## config.mk

```make
export PLATFORM = sky130hd
export DESIGN_NAME = load_store_unit
export DESIGN_NICKNAME = d
export VERILOG_FILES = /design/src/rtl/load_store_unit.sv
export SDC_FILE = /design/constraint.sdc
export NUM_CORES = 1
export LEC_CHECK = 0
export BUFFER_PORTS_ARGS = -buffer_cell sky130_fd_sc_hd__buf_2
export CORE_AREA = 4 4 100 102
export CTS_CLUSTER_SIZE = 24
export DETAILED_ROUTE_END_ITERATION = 10
export DIE_AREA = 0 0 104 106
export GPL_TIMING_DRIVEN = 0
export HOLD_SLACK_MARGIN = 0.06
export PLACE_DENSITY = 0.85
export SYNTH_ARGS = -nofsm -noshare
export SYNTH_HDL_FRONTEND = slang
export SYNTH_SLANG_ARGS = --single-unit
```

## constraint.sdc

```tcl
create_clock -name clk -period 3.95 [get_ports clk]
set_clock_uncertainty 0.05 [all_clocks]
set_input_delay 0.79 -clock clk [delete_from_list [all_inputs] [get_ports clk]]
set_output_delay 0.79 -clock clk [all_outputs]
set_load 0.005 [all_outputs]
```

## src/rtl/load_store_unit.sv

```systemverilog
// load_store_unit
//   Multi-cycle data-memory access unit. Takes the ALU byte address, rs2
//   store data and func_3 from the core, performs one handshaked memory
//   access, and returns the extended load result or a fault. stall freezes
//   the PC from the accept cycle until the response cycle.
//
// Ports
//   clk, rst            clock (rising edge), asynchronous active-low reset
//   req_*               core request: valid, store, func_3, address, data
//   req_ready           unit is idle and can accept a request
//   rsp_valid           one-cycle completion pulse
//   rsp_load_data       extended load data (0 on stores and faults)
//   rsp_fault           misaligned access or illegal func_3
//   stall               hold PC / register write while the access runs
//   mem_*               data-memory request (valid/ready) and read return
//                       (rvalid with read data)
//   debug_state         current FSM state (IDLE=0, REQ=1, WAIT_LOAD=2, RESP=3)
//
// Handshakes
//   Core side: a request is taken on a rising edge where req_valid=1 and
//   req_ready=1; req_ready is 1 only in IDLE. Memory side: the request is
//   taken on a rising edge where mem_valid=1 and mem_ready=1, and mem_* stay
//   constant until then; read data is taken on the first edge with
//   mem_rvalid=1 in WAIT_LOAD. mem_ready/mem_rvalid in other states are ignored.

module load_store_unit #(
  parameter int MEM_ADDR_WIDTH = 12
) (
  input  logic                      clk,
  input  logic                      rst,
  input  logic                      req_valid,
  input  logic                      req_store,
  input  logic [2:0]                req_func_3,
  input  logic [31:0]               req_address,
  input  logic [31:0]               req_store_data,
  output logic                      req_ready,
  output logic                      rsp_valid,
  output logic [31:0]               rsp_load_data,
  output logic                      rsp_fault,
  output logic                      stall,
  output logic                      mem_valid,
  output logic                      mem_write,
  output logic [MEM_ADDR_WIDTH-1:0] mem_address,
  output logic [3:0]                mem_byte_enable,
  output logic [31:0]               mem_write_data,
  input  logic                      mem_ready,
  input  logic                      mem_rvalid,
  input  logic [31:0]               mem_read_data,
  output logic [1:0]                debug_state
);

  typedef enum logic [1:0] {
    IDLE      = 2'd0,
    REQ       = 2'd1,
    WAIT_LOAD = 2'd2,
    RESP      = 2'd3
  } state_t;

  state_t state, state_next;

  // Latched request
  logic                      store_q;
  logic [2:0]                func_q;
  logic [MEM_ADDR_WIDTH+1:0] addr_q;
  logic [31:0]               data_q;
  logic                      fault_q;
  logic [31:0]               load_data_q;

  // Address bits above the memory window are not used by the access.
  logic unused_addr_bits;
  assign unused_addr_bits = ^req_address[31:MEM_ADDR_WIDTH+2];

  // Fault decode on the incoming request. Stores only allow B/H/W;
  // unsigned variants are load-only.
  logic req_fault;
  always_comb begin
    req_fault = 1'b0;
    case (req_func_3)
      3'b000:  req_fault = 1'b0;
      3'b001:  req_fault = req_address[0];
      3'b010:  req_fault = (req_address[1:0] != 2'b00);
      3'b100:  req_fault = req_store;
      3'b101:  req_fault = req_store | req_address[0];
      default: req_fault = 1'b1;
    endcase
  end

  // Lane enables and replicated store data from latched values.
  logic [3:0]  be;
  logic [31:0] wdata;
  always_comb begin
    be    = 4'b1111;
    wdata = data_q;
    case (func_q[1:0])
      2'b00: begin
        be    = 4'b0001 << addr_q[1:0];
        wdata = {4{data_q[7:0]}};
      end
      2'b01: begin
        be    = addr_q[1] ? 4'b1100 : 4'b0011;
        wdata = {2{data_q[15:0]}};
      end
      default: begin
        be    = 4'b1111;
        wdata = data_q;
      end
    endcase
  end

  // Load lane extraction and extension.
  logic [7:0]  byte_sel;
  logic [15:0] half_sel;
  logic [31:0] load_ext;
  always_comb begin
    byte_sel = mem_read_data[7:0];
    case (addr_q[1:0])
      2'b00: byte_sel = mem_read_data[7:0];
      2'b01: byte_sel = mem_read_data[15:8];
      2'b10: byte_sel = mem_read_data[23:16];
      2'b11: byte_sel = mem_read_data[31:24];
      default: byte_sel = mem_read_data[7:0];
    endcase
    half_sel = addr_q[1] ? mem_read_data[31:16] : mem_read_data[15:0];
    case (func_q)
      3'b000:  load_ext = {{24{byte_sel[7]}}, byte_sel};
      3'b001:  load_ext = {{16{half_sel[15]}}, half_sel};
      3'b100:  load_ext = {24'd0, byte_sel};
      3'b101:  load_ext = {16'd0, half_sel};
      default: load_ext = mem_read_data;
    endcase
  end

  // State and datapath registers
  always_ff @(posedge clk or negedge rst) begin
    if (!rst) begin
      state       <= IDLE;
      store_q     <= 1'b0;
      func_q      <= 3'd0;
      addr_q      <= '0;
      data_q      <= 32'd0;
      fault_q     <= 1'b0;
      load_data_q <= 32'd0;
    end else begin
      state <= state_next;
      if (state == IDLE && req_valid) begin
        store_q     <= req_store;
        func_q      <= req_func_3;
        addr_q      <= req_address[MEM_ADDR_WIDTH+1:0];
        data_q      <= req_store_data;
        fault_q     <= req_fault;
        // Cleared here so stores and faults respond with zero data.
        load_data_q <= 32'd0;
      end
      if (state == WAIT_LOAD && mem_rvalid) begin
        load_data_q <= load_ext;
      end
    end
  end

  // Next state and outputs
  always_comb begin
    state_next      = state;
    req_ready       = 1'b0;
    rsp_valid       = 1'b0;
    rsp_fault       = 1'b0;
    rsp_load_data   = 32'd0;
    stall           = 1'b0;
    mem_valid       = 1'b0;
    mem_write       = 1'b0;
    mem_address     = '0;
    mem_byte_enable = 4'd0;
    mem_write_data  = 32'd0;
    case (state)
      IDLE: begin
        req_ready = 1'b1;
        stall     = req_valid;
        if (req_valid) state_next = req_fault ? RESP : REQ;
      end
      REQ: begin
        stall           = 1'b1;
        mem_valid       = 1'b1;
        mem_write       = store_q;
        mem_address     = addr_q[MEM_ADDR_WIDTH+1:2];
        mem_byte_enable = be;
        mem_write_data  = store_q ? wdata : 32'd0;
        if (mem_ready) state_next = store_q ? RESP : WAIT_LOAD;
      end
      WAIT_LOAD: begin
        stall = 1'b1;
        if (mem_rvalid) state_next = RESP;
      end
      RESP: begin
        rsp_valid     = 1'b1;
        rsp_fault     = fault_q;
        rsp_load_data = load_data_q;
        state_next    = IDLE;
      end
      default: state_next = IDLE;
    endcase
  end

  assign debug_state = state;

endmodule

```

# Yosys cells after proc, flatten, opt, wreduce, memory -nomap -nowiden
# Cells that the tools add are included.
# totals
register_bits,85
in_bits,105
# op_classes
eq_ne,17
shifts,1
mux,26
bitwise,1
n_reduce_logical,11
# op_table
operator,n
$mux 32,5
$pmux 32 s4,1
$pmux 32 s2,1
$pmux 8 s4,1
$mux 16,1
$eq 3x3->1 const B,4
$mux 12,1
$eq 2x2->1 const B,4
$mux 2,4
$mux 4,2
$pmux 2 s4,1
$pmux 4 s2,1
$eq 2x1->1 const B,3
$eq 3x1->1 const B,2
$logic_not 2->1,3
$logic_not 3->1,2
$mux 1,6
$ne 2x2->1 const B,3
$pmux 1 s5,1
$reduce_bool 2->1,2
$shl 1x2->4 const A,1
$eq 3x2->1 const B,1
$reduce_and 3->1,1
$logic_and 1x1->1,2
3 further kinds,3

# Depth between registers and ports, before layout
# Gate-level depths: netlist of run 1.
# depth
ltp_word,5
mapped_depth,8
depth_no_buf,6

# Worst setup path before layout of run 1
# No wires, ideal clock.
# synth_path
path_type,reg-to-output
from,register state[1] (netlist: debug_state[1])
to,output mem_write_data[12]
t_arrival_ns,1.291
required_ns,3.110
setup_slack_ns,1.819
stages_incl_launch_ff,6
path_cell_list,dfrtp_1 inv_1 ha_1 nand2_1 clkbuf_1 a21oi_1
# synth_between
elab_chain_cells,2
# synth_rtl
element,line,rtl
"start, declared",59,"state_t state, state_next;"
"start signal, assigned",144,state <= state_next;
$eq 2x1->1,173,case (state)
$mux 32,173,
"end, declared",45,"output logic [31:0] mem_write_data,"
# Every way passes these cells.

# Final worst setup path of run 1
# layout_path
from,register state[1] (netlist: debug_state[1])
to,output mem_write_data[13]
# The elaborated chain is that of the path after synthesis.

==> metrics.txt, run 1 <==
RSZ-0062 raised after global routing=no; CTS Hold Bufs=0; All-Layer GR Usage=25.9%; CP arrival=2320 ps; Die X=approximately 100 um; core area=0.00911 mm2; number of synthesized flops with an enable pin=0; #FFs+latches synth=85; syn_nets=564; IO Port Bufs=174; final-report setup violation count=0; Post-CTS Setup Bufs=0; htree depth=3; routed via count=4291; # IOs=roughly 190; Detailed Route Iter0 Violations=204; die height=106 um; commonest non-fill, non-tap cell in the layout=buf_2; Worst-Margin Slew=541 ps; Synth Cell Area=0.00470 mm2; VDD IR-drop max=0.429 mV; clock root buffer=clkbuf_8; detailed-route wire length per cell=approximately 19 um; leakage power=between 3 and 4 nW; initial antenna violation count=0; net count reported at finish=750; most frequent cells in the layout=buf_2 (186), dfrtp_1 (85), mux2_2 (53); clk sinks=between 80 and 90; worst relative slew slack=64.0%; ys flop type=dfrtp_1; diode count=0; yosys warns=0; Final GP Congestion=roughly 0.9; syn_area_per_cell=10.3 um2; setup_tns=0 ps; TritonCTS Buffers=9; library cells used by synthesis=47; pin count of the biggest net entering global routing=47; Fin. Hold Viols=0; Max Slew Vio Count=0; FFs w/ async S/R, synth=100%; Yosys top cell area share=between 40% and 50%; number of global-route vias before repair=between 4000 and 5000; post-synthesis sequential area ratio=45.2%; dpl ws=1180 ps; Synth Instances=455; fin util=65.1%; DR vias/cell=approximately 5.7; min Tclk post-route=3160 ps; Clock Path Buffers=2; FMAX=317 MHz; critical path type=reg2out; Starting Density=51.6%; cell row count=35; first-pass iteration count of the detailed router=5; Critical Path RT=between 3000 and 4000 ps; Final ANT Viol Nets=0; PostCTS Resize Cnt=0; placed wire-length estimate=10800 um; Power Dens Cells=751 mW/mm2; worst hold path class=in2async; fraction of layout cells with a size suffix above 1=42.4%; critical path launch point type=register; status=completed; total power draw=0.00445 W; P&R area growth vs syn=26.0%; die area=about 0.011 mm2; max-cap violation count=0; post-route DRC violation count=0; Tcrit/Tclk final=80.0%; CTS tree=built; global-route wire length before repair=22800 um; Worst Setup End Kind=primary output; clk_lat worst skew=350 ps; Clk pin slew, worst setup/hold paths=90 ps; final WL=14100 um; global route total overflow=0; post-synthesis cell type with the largest combined area=dfrtp_1; final worst-path setup slack=791 ps; largest cells by area after synthesis=dfrtp_1 (45%), mux2_2 (13%), and2_1 (6.1%); CP Max Fanout=10
path summary, 6_finish.rpt:
check,start,end,slack (ps),cells after the start
min in group clk,addr_q[5],addr_q[5],450,1
hold reg to reg,addr_q[5],addr_q[5],450,1
hold / removal,rst,load_data_q[4],350,1
max in group asynchronous,rst,data_q[24],2890,2
setup / recovery,debug_state[1],mem_write_data[13],790,6
setup reg to reg,debug_state[1],addr_q[9],1770,7
synth_stat cells (all sizes together) (7+ instances only):
cell type and instances:
nor2 38, buf 20, dfrtp 85, nor2b 12, mux2 54, o211ai 7
clkbuf 15, inv 8, mux2i 20, nand2 31, and2 46, and3 9
a22oi 9, a221o 16, a21oi 43
cell type report:
type / count / area [um2]
repair buffers: 175 / 901
inverters: 8 / 30.0
clock buffers: 10 / 138
flip-flops and latches: 85 / 2130
clock inverters: 6 / 46.3
multi-input cells: 327 / 2370
plain buffers: 35 / 175
well taps: 111 / 139
fillers: 776 / 3180
power breakdown:
part / internal (W) / switching [W]
combinational: 0.00109 / 0.00120
clock: 0.000250 / 0.000341
sequential: 0.00128 / 0.000286
total: 0.00262 / 0.00183
critical path: stages (launching register included):
cell      delay [ps]
dfrtp_1          440
inv_1            120
ha_1             390
nand2_1          300
clkbuf_1         330
a21oi_1          240
buf_2            150
through the flow:
stage | area [um2] | cells | hold slack (ps)
after floorplan | 4700 | 455 | 398
final | 5930 | 757 | 355
after global placement | 5710 | 740 | 429
after global routing | 5930 | 757 | 386
after CTS | 5930 | 757 | 369
after detailed placement | 5740 | 741 | 437
sequential cells by signal, indices dropped and copies added, names as in the netlist:
register / flops
data_q: 32
load_data_q: 32
addr_q: 14
func_q: 3
debug_state: 2
fault_q: 1
store_q: 1
cells by family (layout without fill, tap and decap cells):
group	after synthesis	after routing	synth area share [%]
muxes	74	74	17.3
buffers and inverters	43	234	4.36
adders and majority gates	4	4	1.06
DFF	85	85	45.2
and+or+nand+nor	152	152	17.1
AOI/OAI and AO/OA	97	97	14.9
per-layer routing:
metal  GRT usage, %  part of all wire, %
met1           31.7                   40
met2           44.1                   49
met3           7.04                  8.0
met4           9.02                  2.8
met5              0                    0
(Power assumes the default switching activity.)
==> run 2: changes to the inputs <==
- ABC_AREA: unset -> 1
- CORE_AREA: 4 4 100 102 -> 4 4 109 111
- DIE_AREA: 0 0 104 106 -> 0 0 113 115
- PLACE_DENSITY: 0.85 -> 0.75
- clock period: 3.95 -> 2.83 ns (I/O delays scaled with it)
==> metrics.txt, run 2 <==
library cells used by synthesis=26; Clock Path Buffers=2; ys flop type=dfrtp_1; FF-to-FF Start=debug_state[0]; RSZ-0062 raised after global routing=yes; min Tclk post-route=between 2000 and 3000 ps; initial antenna violation count=0; Synth Cell Area=0.00468 mm2; Die X=113 um; top-count cell post-synth=nand2_1; number of global-route vias before repair=4582; # IOs=193; Post-Layout Cell Count=940; cell row count=38; final worst-path setup slack=162 ps; clk sinks=85; detailed-route wire length per cell=15.6 um; Max Slew Vio Count=0; first-pass iteration count of the detailed router=5; commonest non-fill, non-tap cell in the layout=buf_2; worst hold path class=in2async; die height=between 100 and 150 um; post-route cell area=between 0.006 and 0.007 mm2; critical path launch point type=register; CP Max Fanout=10; largest cells by area after synthesis=dfrtp_1 (45%), nand2_1 (14%), mux2_2 (8.7%); synth cell count leaders=nand2_1 (171), dfrtp_1 (85), inv_1 (77), nor2_1 (75), a21oi_1 (46); net count reported at finish=904; Critical Path Start=debug_state[1]; CTS tree=built; routed via count=4594; status=completed; syn_area_per_cell=7.68 um2; final WL=14600 um; Starting Density=43.4%; FMAX=375 MHz; Yosys top cell area share=approximately 45%; P&R area growth vs syn=28.8%; critical path type=reg2out; crit path max-delay cell type=dfrtp_1; FFs w/ async S/R, synth=100%; post-synthesis cell type with the largest combined area=dfrtp_1; Post-CTS Setup Bufs=0; Top Usage Layer GRT=met2; CP top delay family=buffers and inverters; post-route DRC violation count=0; CTS Hold Bufs=0; syn_nets=~720; CP cell instances=inv_1 -> ha_4 -> nand2_1 -> clkbuf_1 -> nor3_1 -> buf_2; placed wire-length estimate=about 11000 um; clk_lat worst skew=between 300 and 400 ps; setup_tns=0 ps; die area=0.0130 mm2; Final ANT Viol Nets=0; Critical Path RT=2210 ps; global-route wire length before repair=23200 um; leakage power=3.59 nW; All-Layer GR Usage=22.7%; core area=~0.011 mm2; Tcrit/Tclk final=94.3%; global route total overflow=0; reg-to-reg endpoint=fault_q; fraction of layout cells with a size suffix above 1=roughly 33%; Placed Cells incl. Taps=between 900 and 1000; Regs by FF count=data_q (32), load_data_q (32), addr_q (14); worst path buffer plus inverter count=3; Power Dens Cells=1010 mW/mm2; post-synthesis sequential area ratio=45.4%; pin count of the biggest net entering global routing=between 50 and 60; max-cap violation count=0; yosys warns=0; dpl ws=46.4 ps; Fin. Hold Viols=0; worst relative slew slack=59.2%; Synth Instances=610; diode count=0; Area after DPL=0.00576 mm2; most frequent cells in the layout=buf_2 (182), nand2_1 (171), dfrtp_1 (85); CP arrival=2050 ps; fin util=55.9%; htree depth=3; met2 Use GR=36.7%; Detailed Route Iter0 Violations=281; clock root buffer=clkbuf_8; Worst path max stage delay=roughly 440 ps; VDD IR-drop max=around 0.45 mV; Final GP Congestion=between 0.9 and 1; FF-to-FF setup slack=~670 ps; Global Route met1 Usage=29.4%; Worst-Margin Slew=612 ps; IO Port Bufs=roughly 170; Reg2Reg Depth=6; DR vias/cell=~4.9; number of synthesized flops with an enable pin=0; #FFs+latches synth=85; final-report setup violation count=0; Worst Setup End Kind=primary output; Clk pin slew, worst setup/hold paths=90 ps; TritonCTS Buffers=9; met3 usage=6.26%
==> run 2: cell count changes after synthesis, sizes merged, moves of 7 or more <==
cell,before,now
inv,8,81
and2,46,0
nand2,31,181
o21ai,1,36
a22oi,9,1
nor2,38,76
nor2b,12,0
and3,9,0
mux2i,20,0
o22ai,1,8
a221o,16,0
nand3,0,10
mux2,54,36
==> run 2: report_power, final <==
group,internal [W],total [W],switching (W)
Clock,0.000637,0.00110,0.000466
Combinational,0.00114,0.00284,0.00170
Sequential,0.00178,0.00214,0.000355
Total,0.00356,0.00608,0.00252
==> run 2: kinds of logic (layout without fill, tap and decap cells) <==
logic type / Yosys count / count (layout) / share of synthesized area, %
flops: 85 / 85 / 45.4
simple gates: 272 / 272 / 23.5
mux: 36 / 36 / 8.66
buf+inv: 112 / 302 / 9.51
compound gates: 101 / 101 / 11.8
fa+ha+maj: 4 / 4 / 1.07
==> run 2: cell type report <==
type,instances,area (um2)
plain buffers,30,144
inverters,81,304
flip-flops and latches,85,2130
multi-input cells,413,2120
well taps,140,175
clock inverters,5,106
repair buffers,175,901
clock buffers,11,151
fillers,1046,4760
==> run 2: metrics by stage <==
stage / hold WS (ps) / power [W]
floorplan: 220 / 0.00397
global placement: 413 / 0.00492
detailed placement: 415 / 0.00499
CTS: 75.4 / 0.00610
global route: 94.6 / 0.00660
finish: 77.3 / 0.00608
==> run 2: worst max-delay path by stage <==
stage | cells past startpoint | to
after CTS | 8 | mem_write_data[14]
after detailed placement | 7 | stall
after global routing | 6 | rsp_load_data[7]
after global placement | 7 | stall
final | 6 | mem_write_data[15]
after floorplan | 6 | stall
==> run 2: what timing repair did <==
action                                  4_1_cts  5_1_grt
resized for setup                             2        5
pin swaps                                     0        0
endpoints found under the setup margin       11       13
==> run 2: per-layer routing <==
metal | up-vias | routed length (um) | share of wire (%)
met4 | 0 | 305 | 2.1
li1 | 2274 | - | -
met3 | 22 | 1590 | 11
met2 | 235 | 6680 | 46
met5 | - | 0 | 0
met1 | 2063 | 6050 | 41
==> run 3: changes to the inputs <==
- CORE_AREA: 4 4 109 111 -> 4 4 100 102
- DIE_AREA: 0 0 113 115 -> 0 0 104 106
- PLACE_DENSITY: 0.75 -> 0.85
- clock period: 2.83 -> 3.1 ns (I/O delays scaled with it)
==> metrics.txt, run 3 (synthesis gave the netlist of run 2 again) <==
Starting Density=51.4%; Tcrit/Tclk final=93.1%; P&R area growth vs syn=26.6%; Final ANT Viol Nets=0; diode count=0; routed via count=~4800; Max Slew Vio Count=0; VDD IR-drop max=0.445 mV; leakage power=3.56 nW; Regs by FF count=data_q (32), load_data_q (32), addr_q (14); IO Port Bufs=approximately 170; Final GP Congestion=about 0.92; global-route wire length before repair=about 22000 um; core area=0.00911 mm2; critical path launch point type=register; commonest non-fill, non-tap cell in the layout=buf_2; FF-to-FF setup slack=1020 ps; cell row count=35; final-report setup violation count=0; setup_tns=0 ps; net count reported at finish=roughly 900; Fin. Hold Viols=0; post-route cell area=approximately 0.0059 mm2; Post-Layout Cell Count=911; TritonCTS Buffers=9; Detailed Route Iter0 Violations=259; FMAX=around 350 MHz; CTS tree=built; DR vias/cell=5.23; worst hold path class=in2async; critical path type=reg2out; CTS Hold Bufs=0; post-route DRC violation count=0; Worst Setup End Kind=primary output; fraction of layout cells with a size suffix above 1=32.4%; Area after DPL=roughly 0.0057 mm2; placed wire-length estimate=11200 um; Power Dens Cells=904 mW/mm2; minimum hold slack=167 ps; Placed Cells incl. Taps=between 800 and 900; RSZ-0062 raised after global routing=no; Post-CTS Setup Bufs=0; most frequent cells in the layout=buf_2 (184), nand2_1 (171), dfrtp_1 (85); clock root buffer=clkbuf_8; # IOs=193; die height=between 100 and 150 um; final WL=14200 um; final worst-path setup slack=214 ps; initial antenna violation count=0; All-Layer GR Usage=25.5%; clk sinks=85; status=completed; Clock Path Buffers=2; htree depth=3; first-pass iteration count of the detailed router=5; pin count of the biggest net entering global routing=52; dpl ws=464 ps; Die X=roughly 100 um; CP Max Fanout=10; clk_lat worst skew=360 ps; global route total overflow=0; Clk pin slew, worst setup/hold paths=100 ps; Critical Path RT=2430 ps; Worst-Margin Slew=between 500 and 600 ps; die area=0.0110 mm2; worst relative slew slack=65.7%; max-cap violation count=0; min Tclk post-route=2890 ps; number of global-route vias before repair=approximately 4600; CP arrival=2220 ps; detailed-route wire length per cell=15.5 um
-- run 3: final timing paths --
check / start / to / cells after the start
min reg2reg: load_data_q[6] / load_data_q[6] / 2
min in group clk: req_store_data[20] / data_q[20] / 2
max: debug_state[1] / mem_write_data[30] / 8
max in group asynchronous: rst / data_q[6] / 2
max reg2reg: debug_state[0] / data_q[0] / 7
min: rst / load_data_q[3] / 1
-- run 3: per-layer routing --
metal	wire length [um]	GRT usage, %
met5	0	0
met4	257	7.50
met3	1490	7.59
met2	6790	43.3
met1	5630	31.5
-- run 3: worst max-delay path, cell delays in order (launching register included) --
cell and delay [ps]:
dfrtp_1 440, inv_1 120, ha_2 290, nand2_1 100, inv_1 200, buf_2 250, o21ai_0 190, nor2_1 140
buf_2 130
-- run 3: stage by stage --
stage               utilization, %  total power [W]
floorplan                        -          0.00362
global placement              62.5          0.00441
detailed placement            62.8          0.00454
CTS                           65.1          0.00537
global route                  65.1          0.00580
finish                        65.1          0.00536
-- run 3: layout make-up --
cell class                      count  area, um2
Tap cell                          111        139
Fill cell                         817       3180
Clock buffer                       10        138
Sequential cell                    85       2130
Timing Repair Buffer              175        901
Multi-Input combinational cell    413       2110
Buffer                             30        138
Inverter                           81        304
Clock inverter                      6       71.3
-- run 3: timing repair --
action | CTS | global route
gates resized for setup | 0 | 1
endpoints found under the hold margin | 0 | 0
setup endpoints to repair | 0 | 3
-- run 3: where the power goes --
group / leakage (nW) / switching (W) / total [W] / internal (W)
Sequential: 1.03 / 0.000324 / 0.00195 / 0.00163
Clock: 0.0991 / 0.000429 / 0.000829 / 0.000400
Combinational: 2.43 / 0.00155 / 0.00258 / 0.00103
Total: 3.56 / 0.00230 / 0.00536 / 0.00306
